--- src/rtl/sha256_round_core_if.sv ---
// Host-side bundle of the SHA-256 round core: message stream in, busy and chained hash out.
// EN qualifies idata32 and advances the core by one round per clock; there is no back-pressure, the core always accepts when EN=1 in IDLE/ROUND.
interface sha256_round_core_if;
    logic        init;
    logic        EN;
    logic [31:0] idata32;
    logic        busy;
    logic [31:0] Hash0;
    logic [31:0] Hash1;
    logic [31:0] Hash2;
    logic [31:0] Hash3;
    logic [31:0] Hash4;
    logic [31:0] Hash5;
    logic [31:0] Hash6;
    logic [31:0] Hash7;

    modport master (
        output init, EN, idata32,
        input  busy, Hash0, Hash1, Hash2, Hash3, Hash4, Hash5, Hash6, Hash7
    );

    modport slave (
        input  init, EN, idata32,
        output busy, Hash0, Hash1, Hash2, Hash3, Hash4, Hash5, Hash6, Hash7
    );
endinterface

--- src/rtl/sha256_round_core.sv ---
// Iterative SHA-256 compression: one round per enabled clock, 16-word rolling schedule,
// chaining registers H updated only in the single FINAL cycle.
module sha256_round_core #(
    parameter int ROUNDS = 64
) (
    input  logic                      clk,
    input  logic                      rst,
    sha256_round_core_if.slave        bus,
    output logic [1:0]                state_dbg
);
    typedef enum logic [1:0] {S_IDLE = 2'd0, S_ROUND = 2'd1, S_FINAL = 2'd2, S_DONE = 2'd3} state_t;

    localparam logic [5:0] LAST_RND = 6'(ROUNDS - 1);

    localparam logic [31:0] IV [8] = '{
        32'h6a09e667, 32'hbb67ae85, 32'h3c6ef372, 32'ha54ff53a,
        32'h510e527f, 32'h9b05688c, 32'h1f83d9ab, 32'h5be0cd19
    };

    localparam logic [31:0] K_TAB [64] = '{
        32'h428a2f98, 32'h71374491, 32'hb5c0fbcf, 32'he9b5dba5, 32'h3956c25b, 32'h59f111f1, 32'h923f82a4, 32'hab1c5ed5,
        32'hd807aa98, 32'h12835b01, 32'h243185be, 32'h550c7dc3, 32'h72be5d74, 32'h80deb1fe, 32'h9bdc06a7, 32'hc19bf174,
        32'he49b69c1, 32'hefbe4786, 32'h0fc19dc6, 32'h240ca1cc, 32'h2de92c6f, 32'h4a7484aa, 32'h5cb0a9dc, 32'h76f988da,
        32'h983e5152, 32'ha831c66d, 32'hb00327c8, 32'hbf597fc7, 32'hc6e00bf3, 32'hd5a79147, 32'h06ca6351, 32'h14292967,
        32'h27b70a85, 32'h2e1b2138, 32'h4d2c6dfc, 32'h53380d13, 32'h650a7354, 32'h766a0abb, 32'h81c2c92e, 32'h92722c85,
        32'ha2bfe8a1, 32'ha81a664b, 32'hc24b8b70, 32'hc76c51a3, 32'hd192e819, 32'hd6990624, 32'hf40e3585, 32'h106aa070,
        32'h19a4c116, 32'h1e376c08, 32'h2748774c, 32'h34b0bcb5, 32'h391c0cb3, 32'h4ed8aa4a, 32'h5b9cca4f, 32'h682e6ff3,
        32'h748f82ee, 32'h78a5636f, 32'h84c87814, 32'h8cc70208, 32'h90befffa, 32'ha4506ceb, 32'hbef9a3f7, 32'hc67178f2
    };

    function automatic logic [31:0] rotr(input logic [31:0] x, input int n);
        return (x >> n) | (x << (32 - n));
    endfunction

    function automatic logic [31:0] ssig0(input logic [31:0] x);
        return rotr(x, 7) ^ rotr(x, 18) ^ (x >> 3);
    endfunction

    function automatic logic [31:0] ssig1(input logic [31:0] x);
        return rotr(x, 17) ^ rotr(x, 19) ^ (x >> 10);
    endfunction

    function automatic logic [31:0] bsig0(input logic [31:0] x);
        return rotr(x, 2) ^ rotr(x, 13) ^ rotr(x, 22);
    endfunction

    function automatic logic [31:0] bsig1(input logic [31:0] x);
        return rotr(x, 6) ^ rotr(x, 11) ^ rotr(x, 25);
    endfunction

    state_t      state_q, state_d;
    logic        busy_q, busy_d;
    logic [5:0]  rnd_q, rnd_d;
    logic [31:0] wk_q [8];
    logic [31:0] wk_d [8];
    logic [31:0] hash_q [8];
    logic [31:0] hash_d [8];
    logic [31:0] win_q [16];
    logic [31:0] win_d [16];

    logic [31:0] src [8];
    logic [31:0] w_t;
    logic [31:0] t1;
    logic [31:0] t2;
    logic        run;

    // Round 0 is issued from IDLE and works on H directly; a same-cycle init substitutes the IV.
    always_comb begin
        for (int i = 0; i < 8; i++) begin
            src[i] = wk_q[i];
            if (state_q == S_IDLE) src[i] = bus.init ? IV[i] : hash_q[i];
        end
        w_t = (rnd_q < 6'd16) ? bus.idata32
                              : ssig1(win_q[14]) + win_q[9] + ssig0(win_q[1]) + win_q[0];
        t1 = src[7] + bsig1(src[4]) + ((src[4] & src[5]) ^ (~src[4] & src[6])) + K_TAB[rnd_q] + w_t;
        t2 = bsig0(src[0]) + ((src[0] & src[1]) ^ (src[0] & src[2]) ^ (src[1] & src[2]));
    end

    always_comb begin
        state_d = state_q;
        busy_d  = busy_q;
        rnd_d   = rnd_q;
        run     = 1'b0;
        for (int i = 0; i < 8; i++) begin
            wk_d[i]   = wk_q[i];
            hash_d[i] = hash_q[i];
        end
        for (int i = 0; i < 16; i++) win_d[i] = win_q[i];

        case (state_q)
            S_IDLE: begin
                if (bus.init) begin
                    for (int i = 0; i < 8; i++) hash_d[i] = IV[i];
                end
                if (bus.EN) begin
                    run     = 1'b1;
                    rnd_d   = 6'd1;
                    busy_d  = 1'b1;
                    state_d = S_ROUND;
                end
            end
            S_ROUND: begin
                if (bus.EN) begin
                    run = 1'b1;
                    if (rnd_q == LAST_RND) begin
                        rnd_d   = 6'd0;
                        state_d = S_FINAL;
                    end else begin
                        rnd_d = rnd_q + 6'd1;
                    end
                end
            end
            S_FINAL: begin
                for (int i = 0; i < 8; i++) hash_d[i] = hash_q[i] + wk_q[i];
                busy_d  = 1'b0;
                state_d = S_DONE;
            end
            S_DONE: begin
                if (bus.init) begin
                    for (int i = 0; i < 8; i++) hash_d[i] = IV[i];
                end
                // The host may keep EN high briefly after busy falls; wait for it to drop.
                if (!bus.EN) state_d = S_IDLE;
            end
            default: state_d = S_IDLE;
        endcase

        if (run) begin
            wk_d[0] = t1 + t2;
            wk_d[1] = src[0];
            wk_d[2] = src[1];
            wk_d[3] = src[2];
            wk_d[4] = src[3] + t1;
            wk_d[5] = src[4];
            wk_d[6] = src[5];
            wk_d[7] = src[6];
            for (int i = 0; i < 15; i++) win_d[i] = win_q[i + 1];
            win_d[15] = w_t;
        end
    end

    always_ff @(posedge clk or posedge rst) begin
        if (rst) begin
            state_q <= S_IDLE;
            busy_q  <= 1'b0;
            rnd_q   <= 6'd0;
            for (int i = 0; i < 8; i++) begin
                wk_q[i]   <= 32'd0;
                hash_q[i] <= IV[i];
            end
            for (int i = 0; i < 16; i++) win_q[i] <= 32'd0;
        end else begin
            state_q <= state_d;
            busy_q  <= busy_d;
            rnd_q   <= rnd_d;
            for (int i = 0; i < 8; i++) begin
                wk_q[i]   <= wk_d[i];
                hash_q[i] <= hash_d[i];
            end
            for (int i = 0; i < 16; i++) win_q[i] <= win_d[i];
        end
    end

    assign bus.busy  = busy_q;
    assign bus.Hash0 = hash_q[0];
    assign bus.Hash1 = hash_q[1];
    assign bus.Hash2 = hash_q[2];
    assign bus.Hash3 = hash_q[3];
    assign bus.Hash4 = hash_q[4];
    assign bus.Hash5 = hash_q[5];
    assign bus.Hash6 = hash_q[6];
    assign bus.Hash7 = hash_q[7];
    assign state_dbg = state_q;
endmodule

--- src/flat_wrapper.sv ---
// flat-port wrapper written by rule: the top's interface ports become plain ports
module sha256_round_core_flat 
#(
    parameter int ROUNDS = 64
)
  (clk, rst, state_dbg, bus_init, bus_EN, bus_idata32, bus_busy, bus_Hash0, bus_Hash1, bus_Hash2, bus_Hash3, bus_Hash4, bus_Hash5, bus_Hash6, bus_Hash7);
  sha256_round_core_if bus_i ();
  input  logic clk;
  input  logic rst;
  output logic [1:0] state_dbg;
  input wire logic [$bits(bus_i.init)-1:0] bus_init;
  input wire logic [$bits(bus_i.EN)-1:0] bus_EN;
  input wire logic [$bits(bus_i.idata32)-1:0] bus_idata32;
  output wire logic [$bits(bus_i.busy)-1:0] bus_busy;
  output wire logic [$bits(bus_i.Hash0)-1:0] bus_Hash0;
  output wire logic [$bits(bus_i.Hash1)-1:0] bus_Hash1;
  output wire logic [$bits(bus_i.Hash2)-1:0] bus_Hash2;
  output wire logic [$bits(bus_i.Hash3)-1:0] bus_Hash3;
  output wire logic [$bits(bus_i.Hash4)-1:0] bus_Hash4;
  output wire logic [$bits(bus_i.Hash5)-1:0] bus_Hash5;
  output wire logic [$bits(bus_i.Hash6)-1:0] bus_Hash6;
  output wire logic [$bits(bus_i.Hash7)-1:0] bus_Hash7;
  assign bus_i.init = bus_init;
  assign bus_i.EN = bus_EN;
  assign bus_i.idata32 = bus_idata32;
  assign bus_busy = bus_i.busy;
  assign bus_Hash0 = bus_i.Hash0;
  assign bus_Hash1 = bus_i.Hash1;
  assign bus_Hash2 = bus_i.Hash2;
  assign bus_Hash3 = bus_i.Hash3;
  assign bus_Hash4 = bus_i.Hash4;
  assign bus_Hash5 = bus_i.Hash5;
  assign bus_Hash6 = bus_i.Hash6;
  assign bus_Hash7 = bus_i.Hash7;
  sha256_round_core #(.ROUNDS(ROUNDS)) u_core (.clk(clk), .rst(rst), .bus(bus_i), .state_dbg(state_dbg));
endmodule
--- config.mk ---
export PLATFORM = sky130hd
export DESIGN_NAME = sha256_round_core_flat
export DESIGN_NICKNAME = d
export VERILOG_FILES = /design/src/rtl/sha256_round_core_if.sv /design/src/rtl/sha256_round_core.sv /design/src/flat_wrapper.sv
export SDC_FILE = /design/constraint.sdc
export NUM_CORES = 2
export LEC_CHECK = 0
export ABC_AREA = 1
export CAP_MARGIN = 20
export CORE_MARGIN = 1.5
export CORE_UTILIZATION = 30
export CTS_CLUSTER_DIAMETER = 50
export DETAILED_ROUTE_END_ITERATION = 10
export MAX_ROUTING_LAYER = met4
export PLACE_DENSITY = 0.52
export SYNTH_ARGS = -nofsm -noshare
export SYNTH_HDL_FRONTEND = slang
export SYNTH_SLANG_ARGS = --single-unit
--- constraint.sdc ---
create_clock -name clk -period 92.4 [get_ports clk]
set_input_delay 18.48 -clock clk [delete_from_list [all_inputs] [get_ports clk]]
set_output_delay 18.48 -clock clk [all_outputs]
set_load 0.01 [all_outputs]
==> flow_summary.json <==
{
  "holdPathStages": 2,
  "drive_above_1_share": 0.0651,
  "grt_max_degree": 171,
  "layout_min_cycle_time_ps": 27230,
  "cpPeakStageDelay_ps": 800,
  "place_congestion": 0.999,
  "antenna_found_initial": 9,
  "max_freq_mhz": 36.7,
  "fp-row-count": 178,
  "tightest_slew_ps": 1270,
  "slew_headroom": 0.150,
  "worstHoldStart": "u_core.win_q[380]$_DFFE_PP0P_",
  "final-setup-viol-count": 0,
  "drtIter0Drc": 5477,
  "synth.distinct_cells": 72,
  "core_sq_um": 235000,
  "clk_path_buf_depth": 3,
  "synth-edff-count": 0,
  "hold_class": "flip-flop to flip-flop",
  "path_class": "input pin to flip-flop",
  "ioPinCount": 295,
  "synth.area.top_cells": "dfrtp_1, nand2_1, ha_1, inv_1, o21ai_0",
  "r2r-end": "u_core.wk_q[255]$_DFFE_PP0P_",
  "synth.top_cells.by_count": "nand2_1, inv_1, dfrtp_1",
  "cts_hold_buf": 0,
  "grt_overflow": 0,
  "hold_viol": 0,
  "cp_common_cell": "nand2_1",
  "synthesis.area_sq_um": 71000,
  "post-synth-top-area-fraction": 0.316,
  "cp_top_family": "adder cells",
  "end_kind": "flip-flop",
  "vias_per_cell": 5.12,
  "final_cells": 12927,
  "hpwlAfterDp_microns": 250000,
  "postCtsSetupRepairBufs": 0,
  "async_flop_share": 1.00,
  "worstSetupStartpointType": "input pin",
  "remaining_drc_errors": 0,
  "seq_area_frac_synth": 0.367,
  "clkSinkCount": 1033,
  "post-place-cells": 12613,
  "start_util": 0.302,
  "cts_buffers": 166,
  "grt_pass1_wl_microns": 464000,
  "dr.pass1.iters": 6,
  "maxCapViolCount": 0,
  "worstRegToRegCells": 34,
  "path_clk_slew_ps": 60,
  "fin_skew_ps": 105,
  "cts_resized": 0,
  "ctsRootBufferMaster": "clkbuf_16",
  "arrival_ps": 27930,
  "slew_viol_final": 0,
  "die_h_microns": 489,
  "fillers": 25011,
  "die-area_sq_um": 240000,
  "yosysWarnings": 0,
  "num_vias": 66163,
  "cp.depth": 40,
  "period_share": 0.295,
  "first_global_vias": 65295,
  "outcome": "finished, final reports clean",
  "h-tree-depth": 4,
  "clk_latency_ps": 880,
  "rsz0062_at_grt": "false",
  "synth_top_cell_by_area": "dfrtp_1",
  "nets": 10266,
  "ys_ff_latch": 1033,
  "synth_flop_cell": "dfrtp_1",
  "min_to": "u_core.win_q[412]$_DFFE_PP0P_",
  "r2r_slack_ps": 81950,
  "die_w_microns": 489,
  "postRouteWirelength_microns": 321000,
  "ant_nets": 0,
  "placement.io_buffers": 294,
  "syn-mean-instance-area_sq_um": 7.54,
  "final_core_util": 0.354,
  "syn_inst": 9416,
  "grt_usage": 0.273,
  "cts_tree": "yes",
  "synth_fp_nets": 10049,
  "finalSetupTns_ps": 0,
  "cp.required_ps": 93100,
  "path_buf_inv": 9,
  "area_delta_synth_final_pct": 17.1,
  "yosysMostFrequentCell": "nand2_1",
  "post_drt_wl_per_cell_microns": 24.8,
  "path_max_fanout": 85,
  "r2r_start": "u_core.rnd_q[0]$_DFFE_PP0P_",
  "cpMaxStageDelayCell": "buf_4"
}
[routing by layer]
metal	part of all wire	global-route usage	wire, microns	vias up
met2	0.46	0.437	149000	2013
met3	0.056	0.0459	18000	488
met1	0.43	0.340	138000	32483
met4	0.049	0.114	15800	0
met5	0	-	0	-
li1	-	-	-	31179
[placed cells by master (no fill, tap or decap), types with 17 or more instances in the layout]
cell,n
a21o_1,42
a21oi_1,616
a31oi_1,35
buf_4,86
clkbuf_1,18
clkbuf_16,166
clkdlybuf4s50_1,294
clkinv_2,18
clkinvlp_4,17
dfrtp_1,896
dfstp_2,136
fa_1,195
ha_1,401
inv_1,1175
inv_2,23
inv_6,23
nand2_1,2778
nand3_1,227
nand4_1,41
nor2_1,460
nor3_1,86
nor4_1,25
o211ai_1,18
o21ai_0,804
o21ai_1,259
o21bai_1,48
o22a_1,26
o22ai_1,220
o22ai_2,42
or2_2,22
xnor2_1,131
xor2_1,180
[worst max path at each step]
stage | startpoint | end | slack (ps)
final | bus_init | u_core.wk_q[255]$_DFFE_PP0P_ | 65170
after floorplan | rst | u_core.bus.Hash0[11]$_DFFE_PP0P_ | 45070
after detailed placement | bus_init | u_core.wk_q[255]$_DFFE_PP0P_ | 64520
after global routing | bus_init | u_core.wk_q[255]$_DFFE_PP0P_ | 64760
after CTS | bus_init | u_core.wk_q[255]$_DFFE_PP0P_ | 65350
after global placement | bus_init | u_core.wk_q[255]$_DFFE_PP0P_ | 64400
[state kept, by name, summed over array words and instances (netlist names)]
register,cells
u_core.bus.Hash0,32
u_core.bus.Hash1,32
u_core.bus.Hash2,32
u_core.bus.Hash3,32
u_core.bus.Hash4,32
u_core.bus.Hash5,32
u_core.bus.Hash6,32
u_core.bus.Hash7,32
u_core.bus.busy,1
u_core.rnd_q,6
u_core.state_dbg,2
u_core.win_q,512
u_core.wk_q,256
[stage by stage]
stage               instance area, sq um  hold slack [ps]  setup WS [ps]
floorplan                          71000              442          45070
global placement                   77200              448          64400
detailed placement                 77200              450          64520
CTS                                83100              424          65350
global route                       83100              451          64760
finish                             83200              428          65170
[cell type report]
class	instances	area (sq um)	area share
diodes	5	12.5	0.000150
well taps	3150	3940	0.0474
inverters	1205	4550	0.0547
flip-flops and latches	1033	26000	0.313
clock inverters	108	1460	0.0175
repair buffers	389	3710	0.0446
multi-input cells	6838	39000	0.469
clock buffers	199	4430	0.0533
[kinds of logic after synthesis]
logic type / synth area share
fa+ha+maj: 0.128
xor+xnor: 0.0384
simple gates: 0.205
buf+inv: 0.0844
flops: 0.367
mux: 0.00118
compound gates: 0.177
[worst reg2reg max path: cells and delay by family, from the launching register on]
| family | cells | cell delay (ps) |
|---|---|---|
| AOI/OAI and AO/OA | 9 | 2730 |
| xor gates and xnor gates | 1 | 630 |
| adders and majority gates | 7 | 3360 |
| buffers and inverters | 5 | 1040 |
| DFF | 1 | 780 |
| and+or+nand+nor | 12 | 1780 |
Power is not shown: default switching activity piles up to over one toggle a cycle in this logic, so the estimate is an artifact.
